[config.mk]
export PLATFORM = sky130hd
export DESIGN_NAME = pipe_stage_reg
export DESIGN_NICKNAME = d
export VERILOG_FILES = /design/src/rtl/pipe_pkg.sv /design/src/rtl/pipe_stage_reg.sv
export SDC_FILE = /design/constraint.sdc
export NUM_CORES = 1
export LEC_CHECK = 0
export ABC_AREA = 1
export BUFFER_PORTS_ARGS = -buffer_cell sky130_fd_sc_hd__clkbuf_2
export CORE_ASPECT_RATIO = 1.2
export CORE_MARGIN = 2
export CORE_UTILIZATION = 54
export DETAILED_ROUTE_END_ITERATION = 16
export PLACE_DENSITY = 0.79
export SYNTH_ARGS = -nofsm -noshare
export SYNTH_HDL_FRONTEND = slang
export SYNTH_SLANG_ARGS = --single-unit
[constraint.sdc]
create_clock -name CLK -period 2.1 [get_ports CLK]
set_input_delay 0.42 -clock CLK [delete_from_list [all_inputs] [get_ports CLK]]
set_output_delay 0.42 -clock CLK [all_outputs]
set_load 0.005 [all_outputs]
[src/rtl/pipe_pkg.sv]
// rtl/pipe_pkg.sv - shared state encoding, stage payload types and bubble constants
package pipe_pkg;

  typedef enum logic [1:0] {
    PS_EMPTY = 2'd0,
    PS_ONE   = 2'd1,
    PS_TWO   = 2'd2
  } pipe_state_t;

  typedef struct packed {
    logic [31:0] pc;
    logic [31:0] rs1_val;
    logic [31:0] rs2_val;
    logic [31:0] imm;
    logic [4:0]  rd;
    logic [3:0]  alu_op;
    logic        mem_rd;
    logic        mem_wr;
    logic        reg_wr;
    logic        branch;
  } idex_t;

  typedef struct packed {
    logic [31:0] pc;
    logic [31:0] alu_result;
    logic [31:0] store_data;
    logic [4:0]  rd;
    logic [2:0]  funct3;
    logic        mem_rd;
    logic        mem_wr;
    logic        reg_wr;
    logic [20:0] rsvd;
  } exmem_t;

  typedef struct packed {
    logic [31:0] wb_data;
    logic [4:0]  rd;
    logic        reg_wr;
  } memwb_t;

  // All-zero payloads decode as a NOP with every control bit deasserted.
  localparam idex_t  IDEX_BUBBLE  = '0;
  localparam exmem_t EXMEM_BUBBLE = '0;
  localparam memwb_t MEMWB_BUBBLE = '0;

  function automatic logic [1:0] occ_of(input pipe_state_t s);
    logic [1:0] occ;
    occ = 2'd0;
    case (s)
      PS_ONE:  occ = 2'd1;
      PS_TWO:  occ = 2'd2;
      default: occ = 2'd0;
    endcase
    return occ;
  endfunction

endpackage

[src/rtl/pipe_stage_reg.sv]
// rtl/pipe_stage_reg.sv - pipeline stage latch with valid/ready, flush, optional skid slot
module pipe_stage_reg
  import pipe_pkg::*;
#(
  parameter int               WIDTH      = 128,
  parameter logic [WIDTH-1:0] BUBBLE_VAL = '0,
  parameter int               SKID       = 1,
  parameter int               CNT_W      = 16
) (
  input  logic             CLK,
  input  logic             nRST,
  input  logic             flush,
  input  logic             in_valid,
  output logic             in_ready,
  input  logic [WIDTH-1:0] in_data,
  output logic             out_valid,
  input  logic             out_ready,
  output logic [WIDTH-1:0] out_data,
  output logic [1:0]       occupancy,
  output logic [CNT_W-1:0] stall_cnt,
  input  logic             stall_clr
);

  pipe_state_t      state_q, state_d;
  logic [WIDTH-1:0] m_q, m_d;
  logic [WIDTH-1:0] s_head;
  logic [CNT_W-1:0] stall_q, stall_d;
  logic             accept, emit;
  logic             s_load, s_clear;

  assign out_valid = (state_q != PS_EMPTY);
  assign out_data  = m_q;
  assign occupancy = occ_of(state_q);
  assign stall_cnt = stall_q;

  generate
    if (SKID != 0) begin : g_ready_reg
      assign in_ready = (state_q != PS_TWO);
    end else begin : g_ready_comb
      assign in_ready = !out_valid || out_ready;
    end
  endgenerate

  assign accept = in_valid && in_ready;
  assign emit   = out_valid && out_ready;

  always_comb begin
    state_d = state_q;
    m_d     = m_q;
    s_load  = 1'b0;
    s_clear = 1'b0;
    case (state_q)
      PS_EMPTY: begin
        if (accept) begin
          m_d     = in_data;
          state_d = PS_ONE;
        end
      end
      PS_ONE: begin
        if (emit && accept) begin
          m_d = in_data;
        end else if (emit) begin
          m_d     = BUBBLE_VAL;
          state_d = PS_EMPTY;
        end else if (accept && (SKID != 0)) begin
          s_load  = 1'b1;
          state_d = PS_TWO;
        end
      end
      PS_TWO: begin
        if (emit) begin
          m_d     = s_head;
          s_clear = 1'b1;
          state_d = PS_ONE;
        end
      end
      default: begin
        m_d     = BUBBLE_VAL;
        s_clear = 1'b1;
        state_d = PS_EMPTY;
      end
    endcase
    // Flush wins: handshakes still complete at the ports but the payload is dropped.
    if (flush) begin
      state_d = PS_EMPTY;
      m_d     = BUBBLE_VAL;
      s_load  = 1'b0;
      s_clear = 1'b1;
    end
  end

  always_comb begin
    stall_d = stall_q;
    if (stall_clr) begin
      stall_d = '0;
    end else if (out_valid && !out_ready && !flush && (stall_q != {CNT_W{1'b1}})) begin
      stall_d = stall_q + 1'b1;
    end
  end

  always_ff @(posedge CLK or negedge nRST) begin
    if (!nRST) begin
      state_q <= PS_EMPTY;
      m_q     <= BUBBLE_VAL;
      stall_q <= '0;
    end else begin
      state_q <= state_d;
      m_q     <= m_d;
      stall_q <= stall_d;
    end
  end

  generate
    if (SKID != 0) begin : g_skid
      logic [WIDTH-1:0] s_q, s_d;

      always_comb begin
        s_d = s_q;
        if (s_clear) begin
          s_d = BUBBLE_VAL;
        end else if (s_load) begin
          s_d = in_data;
        end
      end

      always_ff @(posedge CLK or negedge nRST) begin
        if (!nRST) begin
          s_q <= BUBBLE_VAL;
        end else begin
          s_q <= s_d;
        end
      end

      assign s_head = s_q;
    end else begin : g_no_skid
      logic unused_skid;
      assign unused_skid = s_load ^ s_clear;
      assign s_head      = BUBBLE_VAL;
    end
  endgenerate

endmodule
Word-level counts from Yosys, hierarchy flattened. Index checks and enable logic that the tools add are counted.

Flip-flop bits (word level): 274. Word-level logic and storage cells: 55.

Eq/ne operators: 9. Reductions and logical operators: 15. Add/subtract/negate cells: 1. Multiplexer cells: 26.

Operators with widths (count): two-way mux 128 bit (7); one-hot mux 128 bit (3 select lines) (1); two-way mux 16 bit (2); adder 16 x 1 -> 16 bit, second input constant (1); inequality test 16 bit, second input constant (1); two-way mux 2 bit (6); inequality test 3 bit, second input constant (3); inequality test 4 bit, second input constant (2); two-way mux 1 bit (7); logical AND 1 bit (6); one-hot mux 2 bit (3 select lines) (1); nonzero test 2 bit (3); one-hot mux 2 bit (2 select lines) (1); AND reduction 4 bit (1); AND reduction 3 bit (1); equality test 2 x 1 -> 1 bit, second input constant (1); equality test 2 bit, second input constant (1); zero test 1 bit (2); zero test 2 bit (1); inequality test 2 bit, second input constant (1); one-hot mux 1 bit (2 select lines) (1); OR reduction 2 bit (1).

Depth between registers and ports, before layout. Gate-level depths: netlist (run 1).

Depth after elaboration: 9. Mapped depth: 10.

Least setup slack after synthesis (run 1). OpenSTA, ideal clock, no wires.

Path kind: register to register. Start: register stall_q[0], in the netlist stall_cnt[0]. End: register stall_q[14], in the netlist stall_cnt[14]. Clock period less this slack: 1.583 ns. Setup slack: 0.517 ns. Setup time: 0.119 ns. Arrival: 1.464 ns. Required time: 1.981 ns. Buffers on the path: 1. Cell stages (with the launch flop): 11. Path through: dfrtp_1 > ha_1 > nand3_1 > inv_1 > nand2_1 > nor2_1 > nor2_1 > nor2_2 > buf_4 > nand2_1 > nand2_1.

Longest elaborated chain between the ends: 3. Elaborated cells on any way between the ends: 6. Classes of those cells: add/sub (1); eq/ne (1); mux (2); reduce/logical (2).

Ends and longest elaborated chain: start, declared (RTL line pipe_stage_reg.sv:27) `logic [CNT_W-1:0] stall_q, stall_d;`; start signal, assigned (RTL line pipe_stage_reg.sv:109) `stall_q <= stall_d;`; adder 16 x 1 -> 16 bit or inequality test 16 bit (tied branches) (RTL line pipe_stage_reg.sv:97, pipe_stage_reg.sv:96); two-way mux 16 bit or logical AND 1 bit (tied branches) (RTL line pipe_stage_reg.sv:96) `end else if (out_valid && !out_ready && !flush && (stall_q != {CNT_W{1'b1}})) begin`; two-way mux 16 bit or nonzero test 2 bit (tied branches).

Several ways; a longest one is shown, not always the timed one. The select of a mux whose other input is x is not followed. A chain may end at the register's enable or synchronous reset.

Worst setup path after layout (run 1).
Start: register state_q[0]. End: output port in_ready.

Longest elaborated chain between the ends: 1.

Ends and longest elaborated chain: start, declared (RTL line pipe_stage_reg.sv:24) `pipe_state_t state_q, state_d;`; start signal, assigned (RTL line pipe_stage_reg.sv:107) `state_q <= state_d;`; inequality test 2 bit (RTL line pipe_stage_reg.sv:38) `assign in_ready = (state_q != PS_TWO);`; end, declared (RTL line pipe_stage_reg.sv:14) `output logic in_ready,`.

Every way passes these cells.

==> results by group, run 1 <==
Synthesis
  • YS warnings: 0
  • Yosys cell types: 23
  • Yosys top cell area share: 57.5%
  • Syn_nets: 1,439
  • Yosys top cell by area: dfrtp_1
  • Synthesized area: 11,900 um^2
  • Sequential fraction of the synthesis area: 57.5%
  • Synth area leaders: dfrtp_1, o21ai_1, a22oi_1
  • Synth Area per Inst: 9.14 um^2
  • Seq cells post-synth: 274
  • Gate count of the mapped netlist: 1,304

Route
  • Initial detailed-routing violation count: 766
  • Vias after detailed routing: 10,600
  • Drt wl/cell: 18.1 um
  • Routed WL: 33.5 mm
  • Vias per std cell: 5.76
  • Drt first pass iters: 5
  • DRC: 0
  • Final ANT Viol Nets: 0

CTS
  • Skew-Pair Late Insertion Delay: 530 ps
  • Clk slew on worst S/H paths: 60 ps
  • Root buf cell: clkbuf_16
  • CTS Buf Count: 28
  • Clock sink count: 274
  • H-tree Lvls: 1
  • Maximum clock path buffer count: 3
  • CTS tree: yes

STA
  • Max Slew Vio Count: 0
  • Fin crit share: 95.0%
  • Worst Clk Skew: 12.9 ps
  • Fmax: 0.501 GHz
  • Final WS setup: 105 ps
  • Slew headroom: 34.7%
  • RSZ-0062 raised after global routing: no
  • Slew @ Worst Pin: 979 ps
  • Hold Fails Final Rpt: 0
  • Fin Setup TNS: 0 ps
  • Final setup viols: 0
  • Crit path time final: 1990 ps

Setup path
  • CP arrival: 1570 ps
  • Flop-to-flop setup slack: 140 ps
  • Crit. Startpoint: state_q[0]$_DFFE_PN0P_
  • FF-to-FF path depth: 4
  • Worst R2R End: g_skid.s_q[70]$_DFFE_PN0P_
  • Crit path capture type: output port
  • Reg-to-Reg Start: state_q[0]$_DFFE_PN0P_
  • Worst Path Class, Setup: flip-flop to output port
  • Crit path to: in_ready
  • Worst-path maximum fanout: 21
  • Startpoint types: flip-flop
  • Required @ worst endpoint: 1680 ps

Layout
  • Layout cells sized above 1: 24.2%
  • Fin nets: 1,691
  • Area Growth Syn to Fin: 24.2%

Power
  • Leak: 0.00704 uW
  • Peak supply drop: 0.898 mV
  • Overall power: 12,900 uW
  • Pwr Density: 874 nW/um^2

Global routing
  • Vias in the first global route: 10,900
  • Largest net degree at the start of global routing: 130
  • GRT Total Usage: 28.8%
  • First-pass GRT wire length: 55.3 mm
  • Initial antenna violation count: 1
  • Grt ovf: 0

Floorplanning
  • Initial core utilization: 54.9%
  • Die height: 167 um
  • Boundary Pins: 282
  • DIE AREA: 23,300 um^2
  • Rows: 59
  • Die X: 140 um
  • Core outline area: 21,700 um^2

Placement
  • Placement Setup Slack: 147 ps
  • Port bufs: 281
  • Final Wtd Congestion: 0.844
  • HPWL Detailed: 21.2 mm

Flow run
  • Max Cap Viol: 0

Status
  • Status: finished, final reports clean

Min path
  • Hold Path Class: input pin to flip-flop
registers in the layout, summed over array words and instances, names as in the netlist:
signal / cells
stall_cnt: 16
state_q: 2
g_skid.s_q: 128
out_data: 128
layout make-up:
class                      count  area, um^2
clock buffer                  36         782
sequential                   274        6860
clock inverter                12         153
multi-input combinational    783        4070
timing repair buffer         324        2040
fill                        1740        6910
inverter                     145         547
antenna                        1        2.50
tap                          274         343
layout by cell type (no fill, tap or decap), types with 4 or more instances in the layout:
master	count
nand4_1	14
buf_12	22
a22oi_1	128
clkbuf_16	29
nand2_1	197
o21ai_0	59
clkbuf_1	4
nor2_1	28
o21ai_1	201
inv_1	141
xor2_1	5
clkinvlp_4	4
clkbuf_2	279
buf_4	20
o21bai_1	4
nand3_1	136
dfrtp_1	272
what timing repair did:
item	CTS	global route
endpoints found under the setup margin	2	4
cloned	1	0
resized for setup	4	2
hold endpoints to repair	46	0
pin swaps	0	1
buffers inserted	2	0
hold buffers	1	0
report_power, final:
part           leakage (uW)  switching [uW]  internal [uW]
registers           0.00371             262           5680
clock network      0.000447            2050           2990
logic               0.00288            1180            767
total               0.00704            3500           9440
synth_stat cells, drive strengths merged:
library cell	count
nand3	137
inv	145
o221ai	1
or2	1
ha	1
xor2	5
o21bai	4
o21ai	260
dfrtp	274
nand2	198
a22oi	128
nor2	31
nor3	1
nand4	14
buf	72
clkbuf	30
a21oi	2
stage by stage:
step           utilization, %  instance area [um^2]  instances  hold WS [ps]
5_1_grt                  68.2                 14800       1849           131
2_1_floorplan               -                 11900       1304           124
4_1_cts                  68.1                 14800       1848           124
6_report                 68.2                 14800       1849           143
3_3_place_gp             63.5                 13800       1796           396
3_5_place_dp             63.5                 13800       1796           399
routing by layer:
metal	vias up	track usage (%)	part of all wire [%]
li1	4933	-	-
met1	5152	36.4	38
met2	452	48.5	50
met3	107	5.23	7.3
met4	0	13.5	4.8
met5	-	0	0
worst max-delay path: stages, from the launching register on:
cell      delay, ps
dfrtp_2         470
nor2_4          210
buf_12          200
inv_1            50
clkbuf_2        100
kinds of logic (layout without fill, tap and decap cells):
group / Yosys count / after routing / synth area share, %
AO/OA/AOI/OAI: 395 / 395 / 19.4
XOR/XNOR: 5 / 5 / 0.367
adder cells (fa/ha/maj): 1 / 1 / 0.105
buffers and inverters: 247 / 517 / 8.72
flip-flops: 274 / 274 / 57.5
other: 0 / 1 / 0
AND/OR/NAND/NOR: 382 / 382 / 13.9
how the worst min path moves through the flow:
stage | from | end | slack [ps] | cells past startpoint
floorplan | nRST | g_skid.s_q[0]$_DFFE_PN0P_ | 120 | 0
CTS | in_data[91] | g_skid.s_q[91]$_DFFE_PN0P_ | 120 | 3
detailed placement | nRST | stall_cnt[0]$_DFFE_PN0P_ | 400 | 1
global placement | nRST | stall_cnt[5]$_DFFE_PN0P_ | 400 | 1
global route | in_data[92] | g_skid.s_q[92]$_DFFE_PN0P_ | 130 | 3
finish | in_data[10] | g_skid.s_q[10]$_DFFE_PN0P_ | 140 | 3
Note: power is estimated with default switching activity, not from simulation.
==> run 2: changes to the inputs <==
--- a/config.mk
+++ b/config.mk
@@ -6,12 +6,12 @@
 export NUM_CORES = 1
 export LEC_CHECK = 0
 export ABC_AREA = 1
-export BUFFER_PORTS_ARGS = -buffer_cell sky130_fd_sc_hd__clkbuf_2
+export BUFFER_PORTS_ARGS = -buffer_cell sky130_fd_sc_hd__buf_2
 export CORE_ASPECT_RATIO = 1.2
 export CORE_MARGIN = 2
 export CORE_UTILIZATION = 54
 export DETAILED_ROUTE_END_ITERATION = 16
-export PLACE_DENSITY = 0.79
+export PLACE_DENSITY = 0.8
 export SYNTH_ARGS = -nofsm -noshare
 export SYNTH_HDL_FRONTEND = slang
 export SYNTH_SLANG_ARGS = --single-unit
==> run 2 against run 1 <==
Effect of this change:
- sequential cell count is the same
- via count increased by 1.7%
- clock power grew 12%
- clock-buffer cell count up 4
- die area unchanged
- first-iteration DRC count is 15% lower
- critical path depth unchanged
- design area is 0.39% higher
- combinational power barely moved
- cell count grew 0.22%
- hold slack got worse by 8.0 ps
- non-clock buffer count down 6
==> results by group, run 2 (synthesis gave the netlist of run 1 again) <==
Placement
  • Final Wtd Congestion: 0.884 (was 0.844)
  • Port bufs: 281 (unchanged)
  • Placed instance area: 13,700 um^2 (was 13,800 um^2)
  • HPWL Detailed: 20.6 mm (was 21.2 mm)

CTS
  • H-tree Lvls: 1 (unchanged)
  • CTS Buf Count: 28 (unchanged)
  • Skew-Pair Late Insertion Delay: 540 ps (was 530 ps)
  • Clock sink count: 274 (unchanged)
  • Maximum clock path buffer count: 3 (unchanged)
  • CTS tree: yes (unchanged)
  • Clk slew on worst S/H paths: 60 ps (about the same)
  • Root buf cell: clkbuf_16 (unchanged)

Layout
  • Layout Utilization: 68.4% (was 68.2%)
  • Area Growth Syn to Fin: 24.6% (was 24.2%)
  • Fin nets: 1,685 (was 1,691)
  • Layout cells sized above 1: 24.1% (was 24.2%)
  • Multi-input gate area: 4060 um^2 (was 4070 um^2)
  • Commonest non-fill, non-tap cell in the layout: buf_2 (was clkbuf_2)
  • Fillers: 1,696 (was 1,740)
  • Register area: 6860 um^2 (about the same)
  • Most frequent cells in the layout: buf_2, dfrtp_1, o21ai_1, nand2_1, inv_1 (was clkbuf_2, dfrtp_1, o21ai_1, nand2_1, inv_1)
  • Fin area: 14,900 um^2 (was 14,800 um^2)

STA
  • Fin Setup TNS: 0 ps (unchanged)
  • Fmax: 0.495 GHz (was 0.501 GHz)
  • Max Slew Vio Count: 0 (unchanged)
  • Crit path time final: 2020 ps (was 1990 ps)
  • Final setup viols: 0 (unchanged)
  • Fin crit share: 96.1% (was 95.0%)
  • Worst Clk Skew: 18.4 ps (was 12.9 ps)
  • RSZ-0062 raised after global routing: no (unchanged)
  • Hold_ws: 135 ps (was 143 ps)
  • Hold Fails Final Rpt: 0 (unchanged)
  • Slew headroom: 62.9% (was 34.7%)
  • Slew @ Worst Pin: 556 ps (was 979 ps)

Route
  • Vias after detailed routing: 10,800 (was 10,600)
  • Routed WL: 34.2 mm (was 33.5 mm)
  • Final ANT Viol Nets: 0 (unchanged)
  • Drt wl/cell: 18.5 um (was 18.1 um)
  • Initial detailed-routing violation count: 649 (was 766)
  • DRC: 0 (unchanged)
  • Drt first pass iters: 5 (unchanged)
  • Vias per std cell: 5.84 (was 5.76)

Setup path
  • CP arrival: 1600 ps (was 1570 ps)
  • Startpoint types: flip-flop (unchanged)
  • Worst-path maximum fanout: 25 (was 21)
  • Worst Path Class, Setup: flip-flop to output port (unchanged)
  • Required @ worst endpoint: 1680 ps (about the same)
  • Max stage delay on crit path: 470 ps (about the same)
  • Cell Chain, Critical Path: nor2_4, buf_16, inv_1, buf_2 (was nor2_4, buf_12, inv_1, clkbuf_2)
  • CP max-delay cell: dfrtp_2 (unchanged)
  • Crit path capture type: output port (unchanged)

Floorplanning
  • Core outline area: 21,700 um^2 (unchanged)
  • Initial core utilization: 54.9% (unchanged)
  • Rows: 59 (unchanged)
  • DIE AREA: 23,300 um^2 (unchanged)
  • Die X: 140 um (unchanged)
  • Die height: 167 um (unchanged)
  • Boundary Pins: 282 (unchanged)

Status
  • Status: finished, final reports clean (unchanged)

Flow run
  • Max Cap Viol: 0 (unchanged)

Global routing
  • Vias in the first global route: 10,900 (about the same)
  • GRT Total Usage: 29.2% (was 28.8%)
  • Grt ovf: 0 (unchanged)
  • Largest net degree at the start of global routing: 91 (was 130)
  • First-pass GRT wire length: 56.1 mm (was 55.3 mm)
  • Initial antenna violation count: 7 (was 1)

Power
  • Peak supply drop: 0.744 mV (was 0.898 mV)
  • Pwr Density: 909 nW/um^2 (was 874 nW/um^2)
  • Leak: 0.00714 uW (was 0.00704 uW)

Min path
  • Hold Path Class: input pin to flip-flop (unchanged)
[run 2: cell count changes in the layout (fill, tap and decap cells not counted), sizes merged]
cell	before	now
buf	43	315
bufbuf	1	2
bufinv	3	6
clkbuf	315	40
clkinv	3	6
clkinvlp	4	1
diode	1	7
inv	147	144
[run 2: cell type report]
type	instances	area share [%]
tap	274	2.31
inverter	145	3.67
sequential	274	46.2
clock buffer	40	5.77
antenna	7	0.118
multi-input combinational	783	27.4
timing repair buffer	318	13.2
clock inverter	12	1.43
[run 2: worst max-delay path, delay by kind of cell, from the launching register on]
family        cells  cell delay (ps)
flops             1              470
buf+inv           3              390
simple gates      1              160
[run 2: final timing paths]
| kind | from | endpoint | slack (ps) | cells after the start |
|---|---|---|---|---|
| max in group asynchronous | nRST | out_data[57]$_DFFE_PN0P_ | 1000 | 3 |
| min in group asynchronous | nRST | out_data[119]$_DFFE_PN0P_ | 400 | 2 |
| hold reg to reg | out_data[29]$_DFFE_PN0P_ | out_data[29]$_DFFE_PN0P_ | 490 | 2 |
| setup / recovery | state_q[0]$_DFFE_PN0P_ | in_ready | 80 | 4 |
| setup reg to reg | state_q[1]$_DFFE_PN0P_ | out_data[80]$_DFFE_PN0P_ | 200 | 10 |
| hold / removal | in_data[96] | g_skid.s_q[96]$_DFFE_PN0P_ | 130 | 3 |
[run 2: timing repair]
| item | in CTS | in global routing |
|---|---|---|
| resized for setup | 1 | 1 |
| cloned | 2 | 0 |
| hold buffers | 1 | 0 |
| endpoints found under the setup margin | 2 | 1 |
| pin swaps | 1 | 0 |
| setup buffers | 1 | 0 |
| endpoints found under the hold margin | 48 | 0 |
[run 2: through the flow]
step / total power (uW) / setup slack (ps) / cells
after floorplan: 6890 / 517 / 1304
after global placement: 7850 / 247 / 1790
after detailed placement: 7890 / 197 / 1790
after CTS: 13600 / 47.9 / 1846
after global routing: 14000 / 37.9 / 1853
final: 13500 / 81.3 / 1853
[run 2: metal layers]
| layer | global-route usage [%] | share of wire [%] |
|---|---|---|
| met1 | 37.5 | 38 |
| met3 | 5.15 | 8.0 |
| met5 | 0 | 0 |
| met4 | 13.0 | 4.2 |
| met2 | 48.8 | 49 |
[run 2: where the power goes]
group          internal, uW  switching (uW)
Sequential             5670             240
Clock                  3560            2110
Combinational           726            1200
Total                  9960            3550
==> run 3: changes to the inputs <==
--- a/config.mk
+++ b/config.mk
@@ -10,8 +10,9 @@
 export CORE_ASPECT_RATIO = 1.2
 export CORE_MARGIN = 2
 export CORE_UTILIZATION = 54
+export CTS_BUF_LIST = sky130_fd_sc_hd__clkbuf_16
 export DETAILED_ROUTE_END_ITERATION = 16
-export PLACE_DENSITY = 0.8
+export PLACE_DENSITY = 0.85
 export SYNTH_ARGS = -nofsm -noshare
 export SYNTH_HDL_FRONTEND = slang
 export SYNTH_SLANG_ARGS = --single-unit
==> run 3 against run 2 <==
Effect of this change:
- register-to-register slack lost 70 ps
- hold slack gained 0.90 ps
- critical path depth is the same
- worst setup slack gained 49 ps
- sequential cell count is the same
- routed wire length shrank 0.86%
- clock power shrank 11%
- combinational power is essentially flat
- largest power group unchanged
- critical path type unchanged
- highest routed layer is now met5
- sequential share of layout area grew 0.60 points
- core utilization shrank 0.88 points
- critical endpoint unchanged
- cell count shrank 0.38%
==> results by group, run 3 (synthesis gave the netlist of run 1 again) <==
CTS
  • Maximum clock path buffer count: 3 (unchanged)
  • Clock sink count: 274 (unchanged)
  • CTS tree: yes (unchanged)
  • Skew-Pair Late Insertion Delay: 540 ps (about the same)
  • Clk slew on worst S/H paths: 60 ps (about the same)
  • Root buf cell: clkbuf_16 (unchanged)
  • H-tree Lvls: 1 (unchanged)
  • CTS Buf Count: 27 (was 28)

Floorplanning
  • Initial core utilization: 54.9% (unchanged)
  • Rows: 59 (unchanged)
  • DIE AREA: 23,300 um^2 (unchanged)
  • Boundary Pins: 282 (unchanged)
  • Die X: 140 um (unchanged)
  • Core outline area: 21,700 um^2 (unchanged)
  • Die height: 167 um (unchanged)

Setup path
  • Worst Path Class, Setup: flip-flop to output port (unchanged)
  • CP arrival: 1550 ps (was 1600 ps)
  • Worst-path maximum fanout: 22 (was 25)
  • Startpoint types: flip-flop (unchanged)
  • CP max-delay cell: dfrtp_1 (was dfrtp_2)
  • Max stage delay on crit path: 480 ps (was 470 ps)
  • Crit path capture type: output port (unchanged)
  • Cell family with most CP delay: flip-flops (unchanged)
  • Buffers & Inverters on Critical Path: 3 (unchanged)
  • Required @ worst endpoint: 1680 ps (about the same)
  • Cell Chain, Critical Path: nor2_4, buf_12, inv_1, buf_2 (was nor2_4, buf_16, inv_1, buf_2)

Global routing
  • GRT Total Usage: 28.8% (was 29.2%)
  • Initial antenna violation count: 10 (was 7)
  • Vias in the first global route: 10,800 (was 10,900)
  • Largest net degree at the start of global routing: 130 (was 91)
  • First-pass GRT wire length: 55.2 mm (was 56.1 mm)
  • Grt ovf: 0 (unchanged)

Power
  • Pwr Density: 878 nW/um^2 (was 909 nW/um^2)
  • Peak supply drop: 0.656 mV (was 0.744 mV)
  • Leak: 0.00703 uW (was 0.00714 uW)
  • Overall power: 12,900 uW (was 13,500 uW)

Placement
  • HPWL Detailed: 20.6 mm (about the same)
  • Port bufs: 281 (unchanged)
  • Final Wtd Congestion: 0.913 (was 0.884)
  • Placed instance area: 13,600 um^2 (was 13,700 um^2)

Status
  • Status: finished, final reports clean (unchanged)

STA
  • Fmax: 0.508 GHz (was 0.495 GHz)
  • RSZ-0062 raised after global routing: no (unchanged)
  • Max Slew Vio Count: 0 (unchanged)
  • Fin crit share: 93.8% (was 96.1%)
  • Hold Fails Final Rpt: 0 (unchanged)
  • Crit path time final: 1970 ps (was 2020 ps)
  • Slew @ Worst Pin: 658 ps (was 556 ps)
  • Slew headroom: 56.2% (was 62.9%)
  • Final setup viols: 0 (unchanged)
  • Fin Setup TNS: 0 ps (unchanged)
  • Hold_ws: 136 ps (was 135 ps)
  • Worst Clk Skew: 11.9 ps (was 18.4 ps)

Flow run
  • Max Cap Viol: 0 (unchanged)

Layout
  • Fin nets: 1,677 (was 1,685)
  • Fin area: 14,700 um^2 (was 14,900 um^2)
  • Layout Utilization: 67.6% (was 68.4%)
  • Commonest non-fill, non-tap cell in the layout: buf_2 (unchanged)
  • Layout cells sized above 1: 23.4% (was 24.1%)
  • Fillers: 1,664 (was 1,696)
  • Most frequent cells in the layout: buf_2, dfrtp_1, o21ai_1, nand2_1, inv_1 (unchanged)
  • Area Growth Syn to Fin: 23.0% (was 24.6%)

Route
  • Vias per std cell: 5.86 (was 5.84)
  • DRC: 0 (unchanged)
  • Final ANT Viol Nets: 0 (unchanged)
  • Routed WL: 33.9 mm (was 34.2 mm)
  • Vias after detailed routing: 10,800 (about the same)
  • Initial detailed-routing violation count: 1,109 (was 649)
  • Drt wl/cell: 18.4 um (was 18.5 um)
  • Drt first pass iters: 6 (was 5)

Min path
  • Hold Path Class: input pin to flip-flop (unchanged)
==> run 3: changes by cell type in the layout (fill, tap and decap cells not counted), sizes merged <==
cell,before,now
bufinv,6,5
clkinv,6,11
clkinvlp,1,3
buf,315,308
inv,144,148
diode,7,10
clkbuf,40,27
==> run 3: worst paths after layout <==
| check | startpoint | to | slack (ps) | depth (start not counted) |
|---|---|---|---|---|
| setup reg to reg | state_q[1]$_DFFE_PN0P_ | out_data[71]$_DFFE_PN0P_ | 130 | 9 |
| hold reg to reg | out_data[72]$_DFFE_PN0P_ | out_data[72]$_DFFE_PN0P_ | 480 | 2 |
| hold / removal | in_data[86] | g_skid.s_q[86]$_DFFE_PN0P_ | 140 | 3 |
| max in group asynchronous | nRST | out_data[89]$_DFFE_PN0P_ | 970 | 3 |
| setup / recovery | state_q[0]$_DFFE_PN0P_ | in_ready | 130 | 4 |
| min in group asynchronous | nRST | out_data[117]$_DFFE_PN0P_ | 370 | 2 |
==> run 3: per-layer routing <==
layer	vias up	routed length (um)	GRT usage [%]
met5	-	13	0
met4	2	1470	14.2
met3	107	2780	5.72
met2	549	16700	47.4
met1	5231	13000	36.6
li1	4929	-	-
==> run 3: layout make-up <==
cell class	instances	area, um^2	share of cell area, %
diodes	10	25.0	0.171
clock buffers	27	676	4.61
clock inverters	22	243	1.66
inverters	145	547	3.73
multi-input cells	783	4060	27.7
flip-flops and latches	274	6860	46.8
well taps	274	343	2.34
repair buffers	311	1910	13.0
==> run 3: through the flow <==
step | instances | setup slack (ps)
2_1_floorplan | 1304 | 517
5_1_grt | 1845 | 36.9
4_1_cts | 1835 | 5.59
6_report | 1846 | 130
3_5_place_dp | 1783 | 228
3_3_place_gp | 1783 | 267
==> run 3: worst reg2reg max path: cells and delay by family (launching register included) <==
family          cells  cell delay, ps
compound gates      1             190
buf+inv             3             490
flops               1             450
simple gates        5             750
==> run 3: what timing repair did <==
| item | CTS | global route |
|---|---|---|
| cloned | 2 | 0 |
| resized for setup | 0 | 1 |
| hold buffers | 1 | 0 |
| pin swaps | 0 | 1 |
| endpoints found under the setup margin | 2 | 2 |
| hold endpoints to repair | 41 | 0 |
| setup buffers | 0 | 1 |
==> run 3: report_power, final <==
| part | leakage, uW | switching [uW] | internal, uW |
|---|---|---|---|
| clock | 0.000450 | 2090 | 2960 |
| sequential | 0.00371 | 248 | 5670 |
| combinational | 0.00286 | 1180 | 718 |
| total | 0.00703 | 3520 | 9360 |
